File: src/rtl/mem16x2_ctrl_if.sv
// Request/response bundle for the 16x2 memory controller: requests in, registered data and strobes out.
// The master drives requests; the slave (controller) drives data_out and the status strobes.
interface mem16x2_ctrl_if #(
    parameter int ADDR_W = 4,
    parameter int DATA_W = 2
);
    logic [ADDR_W-1:0] addr;
    logic [DATA_W-1:0] data_in;
    logic              wr_en;
    logic              rd_en;
    logic              clr;
    logic [DATA_W-1:0] data_out;
    logic              rd_valid;
    logic              wr_ack;
    logic              busy;
    logic              err;

    modport master (
        output addr, data_in, wr_en, rd_en, clr,
        input  data_out, rd_valid, wr_ack, busy, err
    );

    modport slave (
        input  addr, data_in, wr_en, rd_en, clr,
        output data_out, rd_valid, wr_ack, busy, err
    );
endinterface

File: src/rtl/mem16x2_ctrl.sv
// Small synchronous memory with 1-cycle write ack / registered read and a hardware clear sweep.
// No backpressure: requests arriving during the sweep are dropped and latch the sticky err bit.
module mem16x2_ctrl #(
    parameter int                ADDR_W   = 4,
    parameter int                DATA_W   = 2,
    parameter logic [DATA_W-1:0] INIT_VAL = '0
) (
    input  logic               clk,
    input  logic               rst,
    mem16x2_ctrl_if.slave      bus
);
    localparam int DEPTH = 2 ** ADDR_W;

    localparam logic [0:0] IDLE  = 1'b0;
    localparam logic [0:0] CLEAR = 1'b1;

    logic [0:0]        state;
    logic [ADDR_W-1:0] ptr;
    logic [DATA_W-1:0] mem [DEPTH];

    logic [DATA_W-1:0] data_out;
    logic              rd_valid;
    logic              wr_ack;
    logic              busy;
    logic              err;

    logic wr_req;
    logic rd_req;
    logic clr_req;

    assign wr_req  = (bus.wr_en == 1'b1);
    assign rd_req  = (bus.rd_en == 1'b1);
    assign clr_req = (bus.clr   == 1'b1);

    always_ff @(posedge clk or negedge rst) begin
        if (!rst) begin
            state    <= IDLE;
            ptr      <= '0;
            data_out <= '0;
            rd_valid <= 1'b0;
            wr_ack   <= 1'b0;
            busy     <= 1'b0;
            err      <= 1'b0;
        end else begin
            rd_valid <= 1'b0;
            wr_ack   <= 1'b0;
            case (state)
                IDLE: begin
                    // clr wins the edge: concurrent read/write are dropped without flagging err
                    if (clr_req) begin
                        state <= CLEAR;
                        ptr   <= '0;
                        busy  <= 1'b1;
                    end else begin
                        if (rd_req) begin
                            data_out <= mem[bus.addr];
                            rd_valid <= 1'b1;
                        end
                        if (wr_req) begin
                            wr_ack <= 1'b1;
                        end
                    end
                end
                CLEAR: begin
                    ptr <= ptr + 1'b1;
                    if (ptr == {ADDR_W{1'b1}}) begin
                        state <= IDLE;
                        busy  <= 1'b0;
                    end
                    if (wr_req || rd_req || clr_req) begin
                        err <= 1'b1;
                    end
                end
                default: begin
                    state <= IDLE;
                    busy  <= 1'b0;
                end
            endcase
        end
    end

    // Array has no reset; writes are simply gated off while rst is held low
    always_ff @(posedge clk) begin
        if (rst) begin
            if (state == CLEAR) begin
                mem[ptr] <= INIT_VAL;
            end else if (wr_req && !clr_req) begin
                mem[bus.addr] <= bus.data_in;
            end
        end
    end

    assign bus.data_out = data_out;
    assign bus.rd_valid = rd_valid;
    assign bus.wr_ack   = wr_ack;
    assign bus.busy     = busy;
    assign bus.err      = err;
endmodule

File: src/flat_wrapper.sv
// flat-port wrapper written by rule: the top's interface ports become plain ports
module mem16x2_ctrl_flat 
#(
    parameter int                ADDR_W   = 4,
    parameter int                DATA_W   = 2,
    parameter logic [DATA_W-1:0] INIT_VAL = '0
)
  (clk, rst, bus_addr, bus_data_in, bus_wr_en, bus_rd_en, bus_clr, bus_data_out, bus_rd_valid, bus_wr_ack, bus_busy, bus_err);
  mem16x2_ctrl_if #(.ADDR_W(ADDR_W), .DATA_W(DATA_W)) bus_i ();
  input  logic clk;
  input  logic rst;
  input wire logic [$bits(bus_i.addr)-1:0] bus_addr;
  input wire logic [$bits(bus_i.data_in)-1:0] bus_data_in;
  input wire logic [$bits(bus_i.wr_en)-1:0] bus_wr_en;
  input wire logic [$bits(bus_i.rd_en)-1:0] bus_rd_en;
  input wire logic [$bits(bus_i.clr)-1:0] bus_clr;
  output wire logic [$bits(bus_i.data_out)-1:0] bus_data_out;
  output wire logic [$bits(bus_i.rd_valid)-1:0] bus_rd_valid;
  output wire logic [$bits(bus_i.wr_ack)-1:0] bus_wr_ack;
  output wire logic [$bits(bus_i.busy)-1:0] bus_busy;
  output wire logic [$bits(bus_i.err)-1:0] bus_err;
  assign bus_i.addr = bus_addr;
  assign bus_i.data_in = bus_data_in;
  assign bus_i.wr_en = bus_wr_en;
  assign bus_i.rd_en = bus_rd_en;
  assign bus_i.clr = bus_clr;
  assign bus_data_out = bus_i.data_out;
  assign bus_rd_valid = bus_i.rd_valid;
  assign bus_wr_ack = bus_i.wr_ack;
  assign bus_busy = bus_i.busy;
  assign bus_err = bus_i.err;
  mem16x2_ctrl #(.ADDR_W(ADDR_W), .DATA_W(DATA_W), .INIT_VAL(INIT_VAL)) u_core (.clk(clk), .rst(rst), .bus(bus_i));
endmodule
File: config.mk
export PLATFORM = sky130hd
export DESIGN_NAME = mem16x2_ctrl_flat
export DESIGN_NICKNAME = d
export VERILOG_FILES = /design/src/rtl/mem16x2_ctrl_if.sv /design/src/rtl/mem16x2_ctrl.sv /design/src/flat_wrapper.sv
export SDC_FILE = /design/constraint.sdc
export NUM_CORES = 1
export LEC_CHECK = 0
export ABC_AREA = 1
export CORE_MARGIN = 5
export CORE_UTILIZATION = 25
export CTS_BUF_LIST = sky130_fd_sc_hd__clkbuf_16
export DETAILED_ROUTE_END_ITERATION = 6
export GPL_TIMING_DRIVEN = 1
export PLACE_DENSITY = 0.47
export SETUP_SLACK_MARGIN = 0.5
export SLEW_MARGIN = 30
export SYNTH_ARGS = -nofsm -noshare
export SYNTH_HDL_FRONTEND = slang
export SYNTH_SLANG_ARGS = --single-unit
File: constraint.sdc
create_clock -name clk -period 2 [get_ports clk]
set_input_delay 0.4 -clock clk [delete_from_list [all_inputs] [get_ports clk]]
set_output_delay 0.4 -clock clk [all_outputs]
set_load 0.01 [all_outputs]
# Word-level counts from Yosys, hierarchy flattened
# Memories as Yosys holds them, arrays and structs flattened. A register that Yosys moved wholly into a read port is not among the register bits.
# Cells that the tools add are included.
# totals
reg_bits	9
latchBits	0
ramBits	32
mem_bits_ro	0
output_inout_bits	6
word_cells	46
n_memories	1
# classes
addsub	1
n_mul	0
n_div	0
n_lt_le_gt_ge	0
n_eq_ne	3
shifts	0
muxes	24
bitwise	2
reduce_logical	9
# mem_list
name	words	width	read_ports	rd_ports_with_merged_regs	write_ports	line_no	source
u_core.mem	16	2	1	1	1	mem16x2_ctrl.sv:19	logic [DATA_W-1:0] mem [DEPTH];
# ops
cell	n
$mux W1	18
$mux W4	2
$pmux W4 S2	1
$add A4 B1 Y4 const B	1
$eq A4 B4 Y1 const B	1
$ne A2 B2 Y1 const B	2
$pmux W1 S2	2
$reduce_and A2 Y1	2
$reduce_and A3 Y1	1
$logic_not A1 Y1	2
$logic_or A1 B1 Y1	2
$mux W2	1
$not A1 Y1	2
$reduce_or A2 Y1	1
$logic_and A1 B1 Y1	1

# Longest topological paths before layout
# Gate-level depths: netlist of the first run.
# logic_depth
ltp_word	8
ltp_mapped	11
depth_no_buf	9

# Worst setup path after synthesis of the first run
# No wires, ideal clock.
# synth_timing
kind	input port to flip-flop
start	input port bus_addr[0]
end	memory u_core.mem[7][0], enable pin
arrival_time_ps	1372
required_time_ps	1691
setup_slack_ps	319
path_stages	6
n_path_buf	2
path_cell_list	buf_2 > clkinv_1 > buf_2 > o21ai_2 > nand2_1 > nor2_1
# synth_between
elab_chain_cells	1
# synth_rtl
element	line_no	source
start, declared	flat_wrapper.sv:12	input wire logic [$bits(bus_i.addr)-1:0] bus_addr;
$mux W4 (no line)	-	
end, declared	mem16x2_ctrl.sv:19	
# Every way passes these cells.

# Final worst setup path of the first run
# layout_timing
start	register u_core.state
end	memory u_core.mem[1][1], enable pin
# layout_between
elab_chain_cells	5
elab_cells_between_ends	9
cone_classes	8 x mux; 1 x reduce/logical
# layout_rtl
element	line_no	source
start, declared	mem16x2_ctrl.sv:17	logic [0:0] state;
start signal, assigned	mem16x2_ctrl.sv:37	state <= IDLE;
start signal, assigned	mem16x2_ctrl.sv:51	state <= CLEAR;
start signal, assigned	mem16x2_ctrl.sv:67	state <= IDLE;
$mux W1	mem16x2_ctrl.sv:85	if (state == CLEAR) begin
$mux W1	mem16x2_ctrl.sv:84	if (rst) begin
$mux W1 (implied by the code)	mem16x2_ctrl.sv:88	mem[bus.addr] <= bus.data_in;
$reduce_or A2 Y1 (no line)	-	
$mux W4 (no line) or $mux W1 (tied branches)	-	
# Parallel ways exist; a longest one is shown, timed or not.

==> results.json, run 1 <==
{
  "max-cap-violations": 0,
  "nNetsFinal": 244,
  "yosysMostFrequentCell": "nand2_1",
  "placed_area_sq_um": 2380,
  "synthesis.area_sq_um": 1980,
  "ios": 17,
  "grt-ovfl-total": 0,
  "track_usage_pct": 10.1,
  "setup_ws_ns": 0.219,
  "path_clk_slew_ns": 0.06,
  "fmax_mhz": 561,
  "tritoncts": "built",
  "finalClockSkew_ns": 0.00383,
  "start_util_pct": 25.6,
  "r2r-start": "u_core.state",
  "cp-end-kind": "flip-flop",
  "synth-main-ff-cell": "edfxtp_1",
  "dieArea_sq_um": 9800,
  "gp_congestion": 0.727,
  "postRouteAntennaNets": 0,
  "via_per_inst": 4.28,
  "tightestPinTransition_ns": 0.263,
  "p_leak_nw": 1.13,
  "vias": 1434,
  "numCtsBuffers": 5,
  "num_rows": 32,
  "drive_gt1_share_pct": 30.9,
  "synth_cell_types": 26,
  "status": "finished, final reports clean",
  "min_period_ns": 1.78,
  "period_share_pct": 89.1,
  "fillers": 752,
  "ys_ff_latch": 43,
  "drt-initial-drc-count": 33,
  "routedWlPerCell_microns": 13.7,
  "synth_top_area_cell": "edfxtp_1",
  "async_flop_share_pct": 25.6,
  "hold_path_class": "in2async",
  "rr_endpoint": "u_core.mem[1][1]",
  "n_antenna_cell": 0,
  "clk_latency_ns": 0.29,
  "syn-num-nets": 205,
  "cts_hold_buf": 0,
  "dr.pass1.iters": 4,
  "final_util_pct": 36.4,
  "rsz0062_at_grt": "true",
  "worst-path-max-fanout": 5,
  "die_w_microns": 99.0,
  "grt_pass1_wl_microns": 7480,
  "die_h_microns": 99.0,
  "ir_drop_uv": 378,
  "p_per_area_nw_per_um2": 1160,
  "synth_edf_count": 32,
  "ff2ff_setup_slack_ns": 0.22,
  "grt_pass1_vias": 1421,
  "cts.sinks": 43,
  "hold_viol_final": 0,
  "ys_seq_area_share_pct": 62.4,
  "synth_top_area_share_pct": 48.5,
  "netlist_instances": 193,
  "setup_violations": 0,
  "setup.worst_path.start": "u_core.state",
  "cts.htree.levels": 2,
  "root_buffer": "clkbuf_16",
  "io_buffer_count": 16,
  "synth_common_cells": "55 x nand2_1, 32 x edfxtp_1, 26 x nand3_1, 23 x nor2_1, 11 x dfrtp_1",
  "dp_slack_ns": -0.216,
  "cp.arrival_ns": 1.78,
  "reg2reg_depth": 6,
  "slew_headroom_pct": 82.4,
  "core_area_sq_um": 7730,
  "start_kind": "flip-flop",
  "syn_avg_cell_area_sq_um": 10.3,
  "power_w": 0.00326,
  "synth_area_leaders": "edfxtp_1 49%, dfrtp_1 14%, nand2_1 10%",
  "fin_area_sq_um": 2820,
  "ys_warn_count": 0,
  "antenna_found_initial": 0,
  "area_growth_pct": 42.1,
  "grt_max_degree": 17,
  "crit_required_ns": 2.00,
  "wirelength_microns": 4580,
  "hpwl_microns": 3380,
  "crit_type": "reg2reg",
  "finalMaxSlewViolations": 0,
  "cts_buffer_depth": 2,
  "drc": 0
}
==> critical path, stage by stage (launching register included) <==
cell	delay [ns]
dfrtp_1	0.42
nor3b_4	0.20
nand2_2	0.11
clkbuf_16	0.18
o21ai_4	0.26
nand2_4	0.15
nor2_4	0.16
==> registers in the layout (all words and copies together) (netlist names) <==
register / flops
u_core.bus.busy: 1
u_core.bus.data_out: 2
u_core.bus.err: 1
u_core.bus.rd_valid: 1
u_core.bus.wr_ack: 1
u_core.mem: 32
u_core.ptr: 4
u_core.state: 1
==> what timing repair did <==
item | 4_1_cts | 5_1_grt
gates resized for setup | 60 | 9
gates cloned | 1 | 0
pin swaps | 14 | 10
setup endpoints to repair | 72 | 35
setup buffers | 1 | 1
==> worst max path at each step <==
stage,end,slack (ns)
final,u_core.mem[1][1],0.22
after global routing,u_core.mem[1][1],0.17
after CTS,u_core.mem[5][0],0.19
after detailed placement,u_core.mem[5][0],-0.22
after global placement,u_core.mem[9][1],-0.19
after floorplan,u_core.mem[10][0],0.34
==> through the flow <==
stage / TNS (ns) / instances / hold WS (ns)
after floorplan: 0 / 193 / 0.104
after global placement: -4.94 / 324 / 0.466
after detailed placement: -6.04 / 324 / 0.465
after CTS: 0 / 334 / 0.237
after global routing: 0 / 335 / 0.265
final: 0 / 335 / 0.233
==> routing by layer <==
layer / global-route usage, % / wire length [microns] / share of wire [%] / up-vias
li1: - / - / - / 726
met5: 0 / 0 / 0 / -
met2: 16.4 / 2260 / 49 / 18
met1: 13.1 / 2100 / 46 / 682
met3: 2.19 / 125 / 2.7 / 8
met4: 4.10 / 85 / 1.9 / 0
==> cell families (layout without fill, tap and decap cells) <==
kind of cell             Yosys count  in the layout  share of synthesized area [%]
AO/OA/AOI/OAI                     11             11                           4.42
buffers and inverters             19             59                           4.61
adder cells (fa/ha/maj)            1              1                          0.632
AND/OR/NAND/NOR                  119            119                           27.9
flip-flops                        43             43                           62.4
==> where the power goes <==
part | internal, W | switching, W | leakage [nW] | total (W)
clock network | 0.000588 | 0.000336 | 0.0838 | 0.000924
logic | 0.000406 | 0.000736 | 0.618 | 0.00114
registers | 0.00111 | 0.0000887 | 0.430 | 0.00120
total | 0.00210 | 0.00116 | 1.13 | 0.00326
==> cell usage in the layout (no fill, tap or decap), types with 2 or more instances in the layout <==
master,instances
clkinv_2,3
dlygate4sd2_1,10
buf_6,3
nand2_1,53
dfrtp_1,11
clkdlybuf4s50_1,5
nor2_1,6
clkbuf_16,6
o21ai_4,4
inv_4,3
buf_4,17
inv_1,7
nand2_4,4
nand3_4,4
nor2_4,18
o21ai_0,2
nand2_2,4
nand3_1,26
edfxtp_1,32
==> layout make-up <==
type | instances | area [sq um] | share of cell area (%)
Sequential cell | 43 | 1240 | 43.9
Multi-Input combinational cell | 131 | 867 | 30.8
Timing Repair Buffer | 38 | 357 | 12.7
Tap cell | 102 | 128 | 4.53
Clock buffer | 5 | 125 | 4.44
Inverter | 13 | 58.8 | 2.09
Clock inverter | 3 | 43.8 | 1.56
Power figures use the tool's default switching activity.
==> inputs of run 2 (changes only) <==
Settings changed: ABC_AREA 1 to unset, MAX_ROUTING_LAYER set to met4.
==> run 2 against run 1 <==
  * First-iteration DRC count is 12% lower
  * Sequential share of layout area is 0.26 points higher
  * Utilization is 0.36 points higher
  * Power is 2.8% higher
  * Wire length is 8.5% lower
  * Critical path depth is 1 lower
  * Combinational power is 4% lower
  * Synthesized area is 3.3% lower
  * Via count is 11% lower
  * Critical endpoint is now u_core.mem[6][1]
  * Largest cell class unchanged
==> results.json, run 2 <==
{
  "status": "finished, final reports clean",
  "track_usage_pct": 9.86,
  "p_sw_share_pct": 29.6,
  "num_rows": 32,
  "fillers": 734,
  "ys_ff_latch": 43,
  "n_antenna_cell": 0,
  "worst-path-max-fanout": 4,
  "grt-ovfl-total": 0,
  "wirelength_microns": 4190,
  "max-cap-violations": 0,
  "crit_path_max_incr_delay_ns": 0.39,
  "core_area_sq_um": 7610,
  "cp_cell_sequence": "and4bb_1 > mux2i_2 > buf_4 > nand3_4 > nor2_2",
  "final_common_cell": "edfxtp_1",
  "netlist_instances": 140,
  "p_switching_w": 0.000992,
  "ir_drop_uv": 486,
  "dieArea_sq_um": 9510,
  "combPwrFrac_pct": 32.6,
  "synth_cell_types": 37,
  "synth_top_area_share_pct": 50.2,
  "synthesis.area_sq_um": 1920,
  "start_util_pct": 25.2,
  "cts.sinks": 43,
  "vias": 1282,
  "yosysMostFrequentCell": "edfxtp_1",
  "antenna_found_initial": 0,
  "tritoncts": "built",
  "ff2ff_setup_slack_ns": 0.31,
  "cts_hold_buf": 0,
  "path_clk_slew_ns": 0.06,
  "hold_viol_final": 0,
  "finalMaxSlewViolations": 0,
  "start_kind": "flip-flop",
  "cp.arrival_ns": 1.68,
  "final_util_pct": 36.8,
  "period_share_pct": 84.6,
  "grt_pass1_wl_microns": 7090,
  "r2r-start": "u_core.state",
  "p_leak_nw": 1.02,
  "regArea_sq_um": 1240,
  "drt-initial-drc-count": 29,
  "rsz0062_at_grt": "true",
  "dp_slack_ns": -0.234,
  "drc": 0,
  "fin_area_sq_um": 2800,
  "hpwl_microns": 3030,
  "fmax_mhz": 591,
  "top_register": "u_core.mem",
  "crit_required_ns": 1.99,
  "root_buffer": "clkbuf_16",
  "setup_ws_ns": 0.308,
  "finalClockSkew_ns": 0.00488,
  "p_int_w": 0.00236,
  "clk_latency_ns": 0.28,
  "numCtsBuffers": 5,
  "ys_warn_count": 0,
  "synth_common_cells": "32 x edfxtp_1, 21 x nor2_1, 11 x dfrtp_1, 5 x mux2_2",
  "hold_path_class": "in2async",
  "power_frac_clock_pct": 30.9,
  "top_regs": "u_core.mem (32), u_core.ptr (4), u_core.bus.data_out (2)",
  "via_per_inst": 4.41,
  "syn-num-nets": 152,
  "largest_reg_flops": 32,
  "final_cell_mix": "32 x edfxtp_1, 28 x buf_4, 12 x nor2_4",
  "async_flop_share_pct": 25.6,
  "syn_avg_cell_area_sq_um": 13.7,
  "die_h_microns": 97.5,
  "critical_path.endpoint": "u_core.mem[6][1]",
  "cts.htree.levels": 2,
  "seq_power_share_pct": 36.5,
  "cp-end-kind": "flip-flop",
  "ys_seq_area_share_pct": 64.5,
  "synth_top_area_cell": "edfxtp_1",
  "synth_area_leaders": "edfxtp_1 50%, dfrtp_1 14%, mux4_2 4.7%",
  "grt_max_degree": 17,
  "ios": 17,
  "setup.worst_path.start": "u_core.state",
  "multi_input_area_sq_um": 853,
  "tightestPinTransition_ns": 0.259,
  "power_w": 0.00336,
  "io_buffer_count": 16,
  "slew_headroom_pct": 82.7,
  "min_period_ns": 1.69,
  "rr_endpoint": "u_core.mem[6][1]",
  "reg2reg_depth": 5,
  "dp_cells": 269,
  "cts_buffer_depth": 2,
  "dr.pass1.iters": 4,
  "area_growth_pct": 46.1,
  "routedWlPerCell_microns": 14.4,
  "die_w_microns": 97.5,
  "synth-main-ff-cell": "edfxtp_1",
  "postRouteAntennaNets": 0,
  "crit_type": "reg2reg",
  "grt_pass1_vias": 1366,
  "drive_gt1_share_pct": 47.1,
  "synth_edf_count": 32,
  "setup_violations": 0,
  "fin_cells": 291,
  "placed_area_sq_um": 2310,
  "slowest_stage": "dfrtp_1",
  "p_per_area_nw_per_um2": 1200,
  "gp_congestion": 0.763,
  "nNetsFinal": 200
}
-- run 2: cell types whose count changed in the layout (fill, tap and decap cells not counted), sizes merged, moves of 4 or more --
cell,previous run,this run
mux2,0,5
nor2b,0,4
mux4,0,4
nand3,30,4
clkinv,4,0
nand2,62,5
inv,11,4
buf,21,32
-- run 2: metrics by stage --
step | hold slack (ns) | TNS [ns]
floorplan | 0.104 | 0
global placement | 0.455 | -8.84
detailed placement | 0.477 | -9.74
CTS | 0.195 | 0
global route | 0.223 | 0
finish | 0.199 | 0
-- run 2: kinds of logic after synthesis --
family	count (synthesis)	synth area share, %
adder cells (fa/ha/maj)	1	0.653
flip-flops	43	64.5
AO/OA/AOI/OAI	22	8.36
multiplexers	11	8.69
buffers and inverters	9	2.81
AND/OR/NAND/NOR	52	14.0
XOR/XNOR	2	0.915
-- run 2: worst min path at each step --
| stage | endpoint | from | cells after the start |
|---|---|---|---|
| after floorplan | u_core.bus.busy | rst | 0 |
| after CTS | u_core.state | rst | 2 |
| after detailed placement | u_core.bus.err | u_core.bus.err | 1 |
| after global placement | u_core.bus.err | u_core.bus.err | 1 |
| final | u_core.bus.data_out[1] | rst | 2 |
| after global routing | u_core.state | rst | 2 |
-- run 2: power groups by stage --
stage / sequential, W / combinational (W) / clock [W]
3_3_place_gp: 0.00123 / 0.000708 / 0
4_1_cts: 0.00122 / 0.000905 / 0.00106
5_1_grt: 0.00124 / 0.00118 / 0.00110
6_report: 0.00123 / 0.00109 / 0.00104
3_5_place_dp: 0.00124 / 0.000710 / 0
2_1_floorplan: 0.00123 / 0.000458 / 0
-- run 2: area by class of cell --
cell class	count	share of cell area, %
clock buffers	5	4.47
well taps	102	4.56
clock inverters	3	2.28
multi-input cells	88	30.5
repair buffers	47	13.6
inverters	3	0.402
flip-flops and latches	43	44.2
-- run 2: critical path: cells and delay by family, from the launching register on --
family / cells / cell delay (ns)
and+or+nand+nor: 3 / 0.58
buffers and inverters: 1 / 0.16
DFF: 1 / 0.39
muxes: 1 / 0.26
-- run 2: metal layers --
| metal | vias to the layer above | GRT usage [%] | wire length, microns |
|---|---|---|---|
| li1 | 627 | - | - |
| met4 | 0 | 4.26 | 74 |
| met2 | 15 | 15.1 | 2070 |
| met1 | 633 | 11.9 | 1910 |
| met3 | 7 | 3.23 | 134 |
| met5 | - | - | 0 |
-- run 2: repair_timing --
item,in CTS,in global routing
endpoints found under the hold margin,0,0
setup buffers,7,7
pin swaps,14,10
endpoints found under the setup margin,72,34
gates resized for setup,48,21
